File: src/rtl/saes_pkg.sv
// Shared definitions for the simplified-AES key schedule: S-box, round
// constants and the expansion FSM state type.
package saes_pkg;

    localparam int KEY_W = 16;
    localparam int BYTE_W = KEY_W / 2;

    localparam logic [BYTE_W-1:0] RCON1 = 8'h80;
    localparam logic [BYTE_W-1:0] RCON2 = 8'h30;

    typedef enum logic [1:0] {
        ST_IDLE  = 2'd0,
        ST_EXP1  = 2'd1,
        ST_EXP2  = 2'd2,
        ST_READY = 2'd3
    } ks_state_e;

    function automatic logic [3:0] sbox4(input logic [3:0] n);
        logic [3:0] s;
        case (n)
            4'h0: s = 4'h9;
            4'h1: s = 4'h4;
            4'h2: s = 4'hA;
            4'h3: s = 4'hB;
            4'h4: s = 4'hD;
            4'h5: s = 4'h1;
            4'h6: s = 4'h8;
            4'h7: s = 4'h5;
            4'h8: s = 4'h6;
            4'h9: s = 4'h2;
            4'hA: s = 4'h0;
            4'hB: s = 4'h3;
            4'hC: s = 4'hC;
            4'hD: s = 4'hE;
            4'hE: s = 4'hF;
            default: s = 4'h7;
        endcase
        return s;
    endfunction

    function automatic logic [BYTE_W-1:0] rot_nib(input logic [BYTE_W-1:0] b);
        return {b[3:0], b[7:4]};
    endfunction

endpackage

File: src/rtl/sub_nib.sv
// Combinational 4-bit S-box lookup used by the key expansion datapath.
module sub_nib
    import saes_pkg::*;
(
    input  logic [3:0] nib_i,
    output logic [3:0] nib_o
);

    assign nib_o = sbox4(nib_i);

endmodule

File: src/rtl/ark_keysched.sv
// Key expansion (K0..K2 over three cycles) plus AddRoundKey stage with a
// one-entry registered output and ready/valid flow control.
module ark_keysched
    import saes_pkg::*;
(
    input  logic              clk,
    input  logic              rst_n,
    input  logic [KEY_W-1:0]  key_in,
    input  logic              key_load,
    input  logic [KEY_W-1:0]  state_in,
    input  logic [1:0]        in_round,
    input  logic              in_valid,
    output logic              in_ready,
    output logic [KEY_W-1:0]  out_data,
    output logic              out_err,
    output logic              out_valid,
    input  logic              out_ready,
    output logic              keys_valid
);

    ks_state_e         state_q, state_d;
    logic [KEY_W-1:0]  k0_q, k0_d;
    logic [KEY_W-1:0]  k1_q, k1_d;
    logic [KEY_W-1:0]  k2_q, k2_d;

    logic [BYTE_W-1:0] exp_src;
    logic [BYTE_W-1:0] exp_base;
    logic [BYTE_W-1:0] exp_rcon;
    logic [BYTE_W-1:0] exp_rot;
    logic [BYTE_W-1:0] exp_sub;
    logic [BYTE_W-1:0] w_even;
    logic [BYTE_W-1:0] w_odd;

    logic [KEY_W-1:0]  out_data_q, out_data_d;
    logic              out_err_q, out_err_d;
    logic              out_valid_q, out_valid_d;
    logic [KEY_W-1:0]  round_key;
    logic              xfer;

    // One shared g-function: EXP1 works on (w0, w1), EXP2 on (w2, w3).
    always_comb begin
        if (state_q == ST_EXP2) begin
            exp_src  = k1_q[BYTE_W-1:0];
            exp_base = k1_q[KEY_W-1:BYTE_W];
            exp_rcon = RCON2;
        end else begin
            exp_src  = k0_q[BYTE_W-1:0];
            exp_base = k0_q[KEY_W-1:BYTE_W];
            exp_rcon = RCON1;
        end
    end

    assign exp_rot = rot_nib(exp_src);

    sub_nib u_sub_hi (
        .nib_i (exp_rot[7:4]),
        .nib_o (exp_sub[7:4])
    );

    sub_nib u_sub_lo (
        .nib_i (exp_rot[3:0]),
        .nib_o (exp_sub[3:0])
    );

    assign w_even = exp_base ^ exp_rcon ^ exp_sub;
    assign w_odd  = w_even ^ exp_src;

    // A new key always restarts at EXP1; stale K1/K2 are hidden by keys_valid.
    always_comb begin
        state_d = state_q;
        k0_d    = k0_q;
        k1_d    = k1_q;
        k2_d    = k2_q;
        if (key_load) begin
            state_d = ST_EXP1;
            k0_d    = key_in;
        end else begin
            case (state_q)
                ST_EXP1: begin
                    k1_d    = {w_even, w_odd};
                    state_d = ST_EXP2;
                end
                ST_EXP2: begin
                    k2_d    = {w_even, w_odd};
                    state_d = ST_READY;
                end
                default: ;
            endcase
        end
    end

    always_ff @(posedge clk) begin
        if (!rst_n) begin
            state_q <= ST_IDLE;
            k0_q    <= '0;
            k1_q    <= '0;
            k2_q    <= '0;
        end else begin
            state_q <= state_d;
            k0_q    <= k0_d;
            k1_q    <= k1_d;
            k2_q    <= k2_d;
        end
    end

    assign keys_valid = (state_q == ST_READY);
    assign in_ready   = keys_valid && (!out_valid_q || out_ready);
    assign xfer       = in_valid && in_ready;

    always_comb begin
        case (in_round)
            2'd0:    round_key = k0_q;
            2'd1:    round_key = k1_q;
            2'd2:    round_key = k2_q;
            default: round_key = '0;
        endcase
    end

    // Output slot: load on transfer, drain on handshake, otherwise hold.
    always_comb begin
        out_data_d  = out_data_q;
        out_err_d   = out_err_q;
        out_valid_d = out_valid_q;
        if (xfer) begin
            out_data_d  = state_in ^ round_key;
            out_err_d   = (in_round == 2'd3);
            out_valid_d = 1'b1;
        end else if (out_ready) begin
            out_valid_d = 1'b0;
        end
    end

    always_ff @(posedge clk) begin
        if (!rst_n) begin
            out_data_q  <= '0;
            out_err_q   <= 1'b0;
            out_valid_q <= 1'b0;
        end else begin
            out_data_q  <= out_data_d;
            out_err_q   <= out_err_d;
            out_valid_q <= out_valid_d;
        end
    end

    assign out_data  = out_data_q;
    assign out_err   = out_err_q;
    assign out_valid = out_valid_q;

endmodule

File: config.mk
export PLATFORM = sky130hd
export DESIGN_NAME = ark_keysched
export DESIGN_NICKNAME = d
export VERILOG_FILES = /design/src/rtl/saes_pkg.sv /design/src/rtl/sub_nib.sv /design/src/rtl/ark_keysched.sv
export SDC_FILE = /design/constraint.sdc
export NUM_CORES = 1
export LEC_CHECK = 0
export ABC_AREA = 1
export CAP_MARGIN = 20
export CORE_UTILIZATION = 30
export CTS_BUF_LIST = sky130_fd_sc_hd__clkbuf_16
export DETAILED_ROUTE_END_ITERATION = 8
export DONT_BUFFER_PORTS = 1
export GPL_ROUTABILITY_DRIVEN = 0
export PLACE_DENSITY_LB_ADDON = 0.2
export SETUP_SLACK_MARGIN = 0.02
export SYNTH_ARGS = -nofsm -noshare
export SYNTH_HDL_FRONTEND = slang
export SYNTH_SLANG_ARGS = --single-unit
export TNS_END_PERCENT = 20
File: constraint.sdc
create_clock -name clk -period 2 [get_ports clk]
set_clock_uncertainty 0.05 [all_clocks]
set_input_delay 0.2 -clock clk [delete_from_list [all_inputs] [get_ports clk]]
set_output_delay 0.2 -clock clk [all_outputs]
set_load 0.05 [all_outputs]
==> results of run 1 <==
## layer usage
layer | track usage (%) | vias up
li1 | - | 1960
met1 | 25.4 | 1779
met2 | 30.1 | 87
met3 | 4.00 | 18
met4 | 5.90 | 0
met5 | 0 | -
## worst min path at each step
stage	from	endpoint	slack [ns]
2_1_floorplan	key_in[15]	k0_q[15]$_SDFFE_PN0P_	0.28
3_5_place_dp	key_load	state_q[1]$_SDFFE_PP0P_	0.24
3_3_place_gp	key_load	state_q[1]$_SDFFE_PP0P_	0.24
5_1_grt	key_load	k0_q[12]$_SDFFE_PN0P_	0.008
4_1_cts	key_load	k0_q[13]$_SDFFE_PN0P_	0.002
6_report	key_load	k0_q[11]$_SDFFE_PN0P_	0.009
## state kept, by name (all words and copies together) (netlist names)
signal and cells:
k2_q 16, k1_q 16, out_err 1, out_data 16, k0_q 16, out_valid 1, state_q 2
## power by group through the flow
stage               Sequential (mW)  Clock, mW  Combinational, mW
finish                         1.48       1.67              0.951
global route                   1.49       1.76               1.05
CTS                            1.48       1.70              0.842
detailed placement             1.51          0              0.739
global placement               1.51          0              0.728
floorplan                      1.51          0              0.505
## what timing repair did
item | in CTS | in global routing
gates resized for setup | 32 | 58
setup buffers | 4 | 3
pin swaps | 14 | 22
hold buffers | 15 | 0
cloned | 1 | 0
endpoints found under the hold margin | 19 | 0
endpoints found under the setup margin | 27 | 32
## worst max-delay path, stage by stage (launching register included)
cell and delay, ns:
dfxtp_2 0.33, inv_2 0.05, ha_4 0.18, buf_16 0.14, buf_8 0.13, nand2_4 0.06
o21ai_4 0.06, buf_6 0.12, buf_6 0.11, a21oi_2 0.11, nand2_2 0.09, nand2_2 0.09
nand2_2 0.08, nand3_2 0.10, nand3_1 0.08, nand2_1 0.06, inv_1 0.03
## layout make-up
class                           count  area (sq um)  share of cell area (%)
Tap cell                          172           215                    4.06
Clock inverter                      7          83.8                    1.58
Timing Repair Buffer               73           677                    12.8
Clock buffer                        9           225                    4.25
Multi-Input combinational cell    374          2310                    43.6
Sequential cell                    68          1360                    25.8
Inverter                          111           424                    8.01
## through the flow
stage               instance area, sq um  hold WS, ns  total power, mW  util [%]  TNS [ns]
floorplan                           3930        0.285             2.02         -    -0.114
global placement                    4400        0.238             2.23      34.7    -0.180
detailed placement                  4400        0.239             2.25      34.7     -1.14
CTS                                 5050      0.00211             4.02      39.8         0
global route                        5300      0.00838             4.30      41.8     -1.19
finish                              5300      0.00949             4.10      41.8         0
## cell families after synthesis
group,count (synthesis),share of synthesized area [%]
AOI/OAI and AO/OA,145,21.5
xor gates and xnor gates,16,3.58
adders and majority gates,7,2.23
buffers and inverters,134,14.2
DFF,68,34.7
and+or+nand+nor,206,23.8
## cells in the final DEF (no fill, tap or decap), types with 3 or more instances in the layout
| master | synthesis | layout |
|---|---|---|
| nand3_1 | 47 | 33 |
| o21ai_1 | 9 | 9 |
| xor2_1 | 8 | 8 |
| dfxtp_1 | 68 | 66 |
| inv_2 | 3 | 6 |
| a21oi_1 | 45 | 44 |
| nor2_1 | 32 | 32 |
| o22ai_1 | 8 | 8 |
| clkbuf_16 | 0 | 9 |
| nand2_2 | 13 | 40 |
| inv_1 | 106 | 105 |
| nand2_4 | 5 | 11 |
| o21ai_4 | 2 | 5 |
| xnor2_1 | 8 | 8 |
| o21ai_0 | 52 | 47 |
| buf_6 | 2 | 5 |
| buf_4 | 1 | 48 |
| nand3_2 | 0 | 12 |
| dlygate4sd3_1 | 0 | 15 |
| ha_4 | 0 | 3 |
| nand2_1 | 103 | 69 |
| o21bai_1 | 16 | 16 |
| o21ai_2 | 2 | 4 |
| o221ai_1 | 6 | 6 |
==> metrics.md, run 1 <==
| Metric | Value |
|---|---|
| Required @ worst endpoint | `2.18 ns` |
| Core area | `between 10000 and 15000 sq um` |
| RSZ-0062 raised after global routing | `true` |
| Ports | `59` |
| Clock root buffer master | `clkbuf_16` |
| Post-route insts no fill | `814` |
| Area delta synth->final | `35.2%` |
| Least-Margin Pin Slew | `0.759 ns` |
| Dominant cell by count in the synthesized netlist | `inv_1` |
| Final worst setup slack | `0.0177 ns` |
| Routed Antenna Nets | `0` |
| Row count | `~40` |
| Commonest cells in the netlist | `inv_1, nand2_1, dfxtp_1, o21ai_0, nand3_1` |
| Cell count after synthesis | `576` |
| Worst reg2reg path startpoint | `state_q[0]$_SDFFE_PN0P_` |
| Final Net Count | `~680` |
| CTS tree | `done` |
| Mapped cell area | `slightly below 4000 sq um` |
| Count of different cell masters after synthesis | `35` |
| Final Setup Violations | `0` |
| Critical Path Source | `state_q[0]$_SDFFE_PN0P_` |
| Routed wl met3 | `500 um` |
| Routed wire length per instance | `15.2 um` |
| Reg2Reg Depth | `16` |
| Slew Limit Fails | `0` |
| Top achievable clock speed | `between 0.5 and 0.6 GHz` |
| First-pass GRT wire length | `between 15000 and 20000 um` |
| Wire length on met1 | `5970 um` |
| Number of synthesized flops with an enable pin | `0` |
| Syn Nets | `622` |
| Worst-Skew Late Latency | `0.34 ns` |
| Placed Cells | `774` |
| Number of global-route vias before repair | `3689` |
| Largest net degree at the start of global routing | `35` |
| Clock Power Share | `roughly two fifths` |
| Height of the chip | `116 um` |
| Final hold vios | `0` |
| Place WS | `-0.113 ns` |
| R2R Path End | `k1_q[0]$_SDFFE_PN0P_` |
| Initial Utilization | `30.9%` |
| Register area share after synthesis | `34.7%` |
| Worst R2R Setup Slack | `0.02 ns` |
| Switching share of total power | `between 20 and 30%` |
| Top cells by area, synth | `dfxtp_1, inv_1, nand2_1` |
| Cts bufs inserted | `9` |
| Slew headroom | `49.3%` |
| Cell area power density | `775 nW/um^2` |
| Grt total ovfl | `0` |
| CTS max path bufs | `2` |
| TritonRoute pass-1 iters | `4` |
| Initial antenna violation count | `0` |
| FFs w/ async S/R, synth | `0%` |
| WP data arrival | `approximately 2.2 ns` |
| Met2 wire length | `between 5000 and 6000 um` |
| Filler cells | `1300` |
| Top_reg_cell synth | `dfxtp_1` |
| Leakage Power | `2.53 nW` |
| DRC violations left | `0` |
| Initial DRC Count | `153` |
| Clock sink count | `68` |
| Layout cells sized above 1 | `25.7%` |
| Ys Warns | `0` |
| Total vias in the final route | `3844` |
| Via-per-instance ratio | `4.72` |
| H-tree Lvls | `3` |
| ANT cells | `0` |
| Period utilization | `99.1%` |
| DP HPWL | `about 8600 um` |
| Cell taking the most area after synthesis | `dfxtp_1` |
| All-Layer GR Usage | `18.9%` |
| IO Port Bufs | `0` |
| Flops & latches, synth | `slightly below 70` |
| Clk slew on worst S/H paths | `0.05 ns` |
| Final Critical Period | `approximately 2.0 ns` |
| Sequential power share | `36.1%` |
| Die width | `about 120 um` |
| Max_cap viols | `0` |
| Max Used Layer | `met4` |
| Combinational share of power | `23.2%` |
| CP Capture Type | `flop` |
| Hold Path Depth | `2` |
| Syn Area/Cell | `6.80 sq um` |
| Startpoint Class | `flop` |
| Pint | `2.88 mW` |
| CP Max Fanout | `5` |
| Worst Hold Class | `in2reg` |
| Status | `finished clean` |
| Die area | `13500 sq um` |
| NetSw | `1.23 mW` |
| Worst VDD drop | `0.000406 V` |
| Kind of critical path | `reg2reg` |
| Routed wire length | `roughly 12000 um` |
| Worst setup endpoint | `k1_q[0]$_SDFFE_PN0P_` |
| Top-area cell type share of the netlist area | `34.7%` |
Power figures use the tool's default switching activity.
==> run 2, diff against run 1 <==
--- a/config.mk
+++ b/config.mk
@@ -8,7 +8,8 @@
 export ABC_AREA = 1
 export CAP_MARGIN = 20
 export CORE_UTILIZATION = 30
-export CTS_BUF_LIST = sky130_fd_sc_hd__clkbuf_16
+export CTS_BUF_LIST = sky130_fd_sc_hd__clkbuf_8
+export CTS_CLUSTER_SIZE = 28
 export DETAILED_ROUTE_END_ITERATION = 8
 export DONT_BUFFER_PORTS = 1
 export GPL_ROUTABILITY_DRIVEN = 0
==> run 2 against run 1 <==
Via count rose by 2.2%; sequential share of layout area down 0.38 points; die area unchanged; core utilization rose by 0.62 points; final area grew 1.5%; non-clock buffer count increased by 13; clock power is 23% lower; first-iteration DRC count decreased by 2.0%; count of clock-buffer cells in the layout increased by 1; worst hold slack improved by 0.0084 ns; sequential power about the same; global-route usage is the same.
==> metrics.md, run 2 (same netlist as run 1, synthesis figures left out) <==
| Metric | Value |
|---|---|
| Hold_ws | `0.0179 ns (was 0.00949 ns)` |
| Finished Core Util | `42.4% (was 41.8%)` |
| DRC violations left | `0 (unchanged)` |
| All-Layer GR Usage | `18.9% (unchanged)` |
| GR peak layer | `met2 (unchanged)` |
| Leakage Power | `2.56 nW (was 2.53 nW)` |
| WP data arrival | `2.19 ns (was 2.17 ns)` |
| Clk slew on worst S/H paths | `0.07 ns (was 0.05 ns)` |
| Worst-Skew Late Latency | `0.36 ns (was 0.34 ns)` |
| Grt total ovfl | `0 (unchanged)` |
| Most frequent cells in the layout | `inv_1, nand2_1, dfxtp_1, buf_4 (was inv_1, nand2_1, dfxtp_1, buf_4, o21ai_0)` |
| CP Cell Sequence | `inv_2 > ha_4 > buf_16 > buf_8 > nand2_4 > o21ai_4 > buf_6 > buf_6 > a21oi_2 > nand2_2 > nand2_2 > nand2_2 > nand3_2 > nand3_1 > nand2_1 > inv_1 (unchanged)` |
| Core area | `12700 sq um (unchanged)` |
| Worst Hold Class | `in2reg (unchanged)` |
| Area after DPL | `4400 sq um (unchanged)` |
| Routed wire length per instance | `15.0 um (was 15.2 um)` |
| M3 GR Usage | `4.51% (was 4.00%)` |
| IO Port Bufs | `0 (unchanged)` |
| Routed Antenna Nets | `0 (unchanged)` |
| Height of the chip | `116 um (unchanged)` |
| Global Route met2 Usage | `30.0% (was 30.1%)` |
| H-tree Lvls | `3 (unchanged)` |
| Crit-path slowest cell | `dfxtp_2 (unchanged)` |
| Cell area power density | `698 nW/um^2 (was 775 nW/um^2)` |
| Cell family with most CP delay | `buffers and inverters (unchanged)` |
| Via-per-instance ratio | `4.75 (was 4.72)` |
| Worst reg2reg path startpoint | `state_q[0]$_SDFFE_PN0P_ (unchanged)` |
| Required @ worst endpoint | `2.21 ns (was 2.18 ns)` |
| First-pass GRT wire length | `18900 um (about the same)` |
| Die area | `13500 sq um (unchanged)` |
| Initial Utilization | `30.9% (unchanged)` |
| Final Net Count | `696 (was 683)` |
| Clock sink count | `68 (unchanged)` |
| Met1 usage | `25.3% (was 25.4%)` |
| Top achievable clock speed | `0.505 GHz (was 0.504 GHz)` |
| Design area | `5380 sq um (was 5300 sq um)` |
| Stages on the worst setup path | `16 (unchanged)` |
| Worst setup endpoint | `k1_q[0]$_SDFFE_PN0P_ (unchanged)` |
| Layout cells sized above 1 | `26.4% (was 25.7%)` |
| Slew headroom | `51.7% (was 49.3%)` |
| Largest net degree at the start of global routing | `35 (unchanged)` |
| TritonRoute pass-1 iters | `4 (unchanged)` |
| Critical Path Source | `state_q[0]$_SDFFE_PN0P_ (unchanged)` |
| Max_cap viols | `0 (unchanged)` |
| Final Setup Violations | `0 (unchanged)` |
| Commonest non-fill, non-tap cell in the layout | `inv_1 (unchanged)` |
| Startpoint Class | `flop (unchanged)` |
| Routed wire length | `12400 um (was 12300 um)` |
| Initial DRC Count | `150 (was 153)` |
| CP Capture Type | `flop (unchanged)` |
| Number of global-route vias before repair | `3663 (was 3689)` |
| CTS max path bufs | `2 (unchanged)` |
| Total vias in the final route | `3929 (was 3844)` |
| RSZ-0062 raised after global routing | `true (unchanged)` |
| Least-Margin Pin Slew | `0.724 ns (was 0.759 ns)` |
| Cts bufs inserted | `9 (unchanged)` |
| Clock root buffer master | `clkbuf_8 (was clkbuf_16)` |
| Most common cell on crit path | `nand2_2 (unchanged)` |
| ANT cells | `0 (unchanged)` |
| CTS tree | `done (unchanged)` |
| DP HPWL | `8570 um (unchanged)` |
| Kind of critical path | `reg2reg (unchanged)` |
| Final hold vios | `0 (unchanged)` |
| Ports | `59 (unchanged)` |
| CP Max Fanout | `5 (unchanged)` |
| Critical Path Max Stage Delay | `0.33 ns (about the same)` |
| Period utilization | `99.0% (was 99.1%)` |
| Worst VDD drop | `0.000334 V (was 0.000406 V)` |
| CP bufs+invs | `6 (unchanged)` |
| Final Critical Period | `1.98 ns (about the same)` |
| Status | `finished clean (unchanged)` |
| R2R Path End | `k1_q[0]$_SDFFE_PN0P_ (unchanged)` |
| Row count | `41 (unchanged)` |
| Initial antenna violation count | `0 (unchanged)` |
| Reg2Reg Depth | `16 (unchanged)` |
| Area delta synth->final | `37.2% (was 35.2%)` |
| Slew Limit Fails | `0 (unchanged)` |
| Worst R2R Setup Slack | `0.02 ns (about the same)` |
| Die width | `116 um (unchanged)` |
-- run 2: changes by cell type in the layout (fill, tap and decap cells not counted), moves of 2 or more --
cell           previous run  this run
nand2_4                  11        13
clkbuf_8                  0        10
clkbuf_16                 9         0
buf_6                     5         3
nand3_1                  33        29
dlygate4sd3_1            15        26
o21ai_0                  47        44
nand3_2                  12        15
o21ai_1                   9        13
buf_4                    48        52
nand2_1                  69        67
-- run 2: layer usage --
layer,up-vias,share of wire (%)
met1,1830,48
li1,1986,-
met4,0,1.6
met3,18,4.9
met5,-,0
met2,95,46
-- run 2: repair_timing --
| item | CTS | global route |
|---|---|---|
| setup endpoints to repair | 28 | 33 |
| resized for setup | 28 | 74 |
| hold buffers | 26 | 0 |
| cloned | 1 | 0 |
| hold endpoints to repair | 23 | 0 |
| pin swaps | 14 | 27 |
| buffers inserted | 4 | 5 |
-- run 2: worst min-delay path by stage --
stage,startpoint,to,cells after the start
finish,rst_n,out_data[13]$_SDFFE_PN0P_,3
global route,rst_n,out_data[15]$_SDFFE_PN0P_,3
CTS,rst_n,out_data[15]$_SDFFE_PN0P_,3
detailed placement,key_load,state_q[1]$_SDFFE_PP0P_,1
global placement,key_load,state_q[1]$_SDFFE_PP0P_,1
floorplan,key_in[15],k0_q[15]$_SDFFE_PN0P_,2
-- run 2: worst register-to-register path, stage by stage, from the launching register on --
cell and delay [ns]:
dfxtp_2 0.33, inv_2 0.05, ha_4 0.18, buf_16 0.15, buf_8 0.13, nand2_4 0.07
o21ai_4 0.06, buf_6 0.12, buf_6 0.11, a21oi_2 0.11, nand2_2 0.09, nand2_2 0.09
nand2_2 0.08, nand3_2 0.09, nand3_1 0.08, nand2_1 0.06, inv_1 0.03
-- run 2: metrics by stage --
step | worst slack, ns | TNS, ns | total power [mW] | std cells
final | 0.0200 | 0 | 3.75 | 827
after detailed placement | -0.113 | -1.14 | 2.25 | 774
after global placement | -0.0472 | -0.180 | 2.23 | 774
after global routing | -0.0942 | -1.48 | 3.95 | 827
after floorplan | -0.0130 | -0.114 | 2.02 | 576
after CTS | 0.00321 | 0 | 3.63 | 821
-- run 2: layout make-up --
class | instances | area [sq um]
multi-input combinational | 374 | 2350
timing repair buffer | 86 | 795
sequential | 68 | 1360
clock buffer | 10 | 138
inverter | 111 | 432
clock inverter | 6 | 80.1
tap | 172 | 215
fill | 1312 | 7300
-- run 2: power breakdown --
part | switching, mW | internal (mW) | total (mW)
clock network | 0.551 | 0.725 | 1.28
logic | 0.593 | 0.401 | 0.994
registers | 0.0579 | 1.42 | 1.48
==> run 3, diff against run 2 <==
--- a/config.mk
+++ b/config.mk
@@ -13,6 +13,7 @@
 export DETAILED_ROUTE_END_ITERATION = 8
 export DONT_BUFFER_PORTS = 1
 export GPL_ROUTABILITY_DRIVEN = 0
+export HOLD_SLACK_MARGIN = 0.1
 export PLACE_DENSITY_LB_ADDON = 0.2
 export SETUP_SLACK_MARGIN = 0.02
 export SYNTH_ARGS = -nofsm -noshare
==> constraint.sdc (replaced) <==
create_clock -name clk -period 2 [get_ports clk]
set_clock_uncertainty 0.05 [all_clocks]
set_input_delay 0.3 -clock clk [delete_from_list [all_inputs] [get_ports clk]]
set_output_delay 0.3 -clock clk [all_outputs]
set_load 0.05 [all_outputs]
==> run 3 against run 2 <==
Combinational power increased by 4%; critical path type unchanged; flip-flop and latch count unchanged; worst hold slack improved by 0.097 ns; wire length grew 1.8%; register-to-register slack improved by 0.02 ns; die area unchanged; highest routed layer unchanged.
==> metrics.md, run 3 (same netlist as run 1, synthesis figures left out) <==
| Metric | Value |
|---|---|
| Core area | `12700 sq um (unchanged)` |
| CTS max path bufs | `2 (unchanged)` |
| All-Layer GR Usage | `18.9% (about the same)` |
| Routed wire length | `12600 um (was 12400 um)` |
| Final Critical Period | `1.96 ns (was 1.98 ns)` |
| Height of the chip | `116 um (unchanged)` |
| Total chip power | `3.83 mW (was 3.75 mW)` |
| Largest net degree at the start of global routing | `34 (was 35)` |
| Required @ worst endpoint | `2.21 ns (about the same)` |
| IO Port Bufs | `0 (unchanged)` |
| Cell area power density | `702 nW/um^2 (was 698 nW/um^2)` |
| Row count | `41 (unchanged)` |
| Placed Cells | `765 (was 774)` |
| Initial Utilization | `30.9% (unchanged)` |
| CP Max Fanout | `8 (was 5)` |
| Top achievable clock speed | `0.510 GHz (was 0.505 GHz)` |
| Status | `finished clean (unchanged)` |
| Period utilization | `98.1% (was 99.0%)` |
| Number of global-route vias before repair | `3701 (was 3663)` |
| Routed wire length per instance | `15.4 um (was 15.0 um)` |
| Startpoint Class | `flop (unchanged)` |
| RSZ-0062 raised after global routing | `true (unchanged)` |
| Post-route insts no fill | `822 (was 827)` |
| WP data arrival | `2.17 ns (was 2.19 ns)` |
| Clock root buffer master | `clkbuf_8 (unchanged)` |
| Kind of critical path | `reg2reg (unchanged)` |
| Slew Limit Fails | `0 (unchanged)` |
| Initial DRC Count | `241 (was 150)` |
| CTS tree | `done (unchanged)` |
| Area after DPL | `4330 sq um (was 4400 sq um)` |
| Final Net Count | `691 (was 696)` |
| Clk slew on worst S/H paths | `0.08 ns (was 0.07 ns)` |
| DP HPWL | `8470 um (was 8570 um)` |
| DRC violations left | `0 (unchanged)` |
| ANT cells | `0 (unchanged)` |
| Max_cap viols | `0 (unchanged)` |
| Hold_ws | `0.115 ns (was 0.0179 ns)` |
| Layout cells sized above 1 | `26.9% (was 26.4%)` |
| TritonRoute pass-1 iters | `5 (was 4)` |
| Final hold vios | `0 (unchanged)` |
| Finished Core Util | `43.0% (was 42.4%)` |
| Slew headroom | `61.1% (was 51.7%)` |
| Worst VDD drop | `0.000455 V (was 0.000334 V)` |
| Routed Antenna Nets | `0 (unchanged)` |
| Initial antenna violation count | `0 (unchanged)` |
| Design area | `5450 sq um (was 5380 sq um)` |
| Ports | `59 (unchanged)` |
| Worst Hold Class | `in2reg (unchanged)` |
| CP Capture Type | `flop (unchanged)` |
| Final Setup Violations | `0 (unchanged)` |
| Final worst setup slack | `0.0385 ns (was 0.0200 ns)` |
| Die area | `13500 sq um (unchanged)` |
| Final TNS setup | `0 ns (unchanged)` |
| H-tree Lvls | `3 (unchanged)` |
| Die width | `116 um (unchanged)` |
| Area delta synth->final | `39.0% (was 37.2%)` |
| Clock sink count | `68 (unchanged)` |
| First-pass GRT wire length | `19200 um (was 18900 um)` |
| Most frequent cells in the layout | `inv_1, dfxtp_1, nand2_1, a21oi_1, o21ai_0 (was inv_1, nand2_1, dfxtp_1, buf_4)` |
| Via-per-instance ratio | `4.85 (was 4.75)` |
| Cts bufs inserted | `9 (unchanged)` |
| Least-Margin Pin Slew | `0.583 ns (was 0.724 ns)` |
| Leakage Power | `2.54 nW (was 2.56 nW)` |
| Total vias in the final route | `3988 (was 3929)` |
| Place WS | `-0.0927 ns (was -0.113 ns)` |
| Grt total ovfl | `0 (unchanged)` |
| Worst-Skew Late Latency | `0.35 ns (was 0.36 ns)` |
| Commonest non-fill, non-tap cell in the layout | `inv_1 (unchanged)` |
[run 3: final cells by class]
cell class,count,area [sq um]
flip-flops and latches,68,1360
repair buffers,81,761
well taps,172,215
clock inverters,6,86.3
fillers,1326,7220
clock buffers,10,138
inverters,111,424
multi-input cells,374,2460
[run 3: routing by layer]
metal	track usage [%]	part of all wire, %
met1	26.7	48
met2	29.7	47
met3	4.26	4.8
met4	3.08	0.54
met5	0	0
[run 3: worst max-delay path, stage by stage, from the launching register on]
cell and delay [ns]:
dfxtp_2 0.34, inv_2 0.04, ha_4 0.17, buf_12 0.15, o21ai_4 0.20, ha_4 0.23, inv_2 0.06, a21oi_2 0.05
nand2_2 0.12, nand2_2 0.08, nand2_4 0.09, nand2_4 0.07, nand2_4 0.07, nand3_1 0.06, nand2_1 0.06, inv_1 0.03
[run 3: power breakdown]
part | total, mW | switching (mW) | internal (mW)
clock | 1.30 | 0.562 | 0.736
sequential | 1.50 | 0.0719 | 1.42
combinational | 1.03 | 0.617 | 0.416
[run 3: path summary, 6_finish.rpt]
path,from,end,slack (ns),cells after the start
setup / recovery,state_q[0]$_SDFFE_PN0P_,k2_q[6]$_SDFFE_PN0P_,0.04,15
hold / removal,state_in[5],out_data[5]$_SDFFE_PN0P_,0.12,3
setup reg to reg,state_q[0]$_SDFFE_PN0P_,k2_q[6]$_SDFFE_PN0P_,0.04,15
hold reg to reg,k2_q[0]$_SDFFE_PN0P_,k2_q[0]$_SDFFE_PN0P_,0.50,4
[run 3: timing repair]
action	CTS	global route
resized for setup	39	82
hold buffers	31	1
setup buffers	6	1
setup endpoints to repair	26	32
cloned	2	0
hold endpoints to repair	19	1
pin swaps	16	26
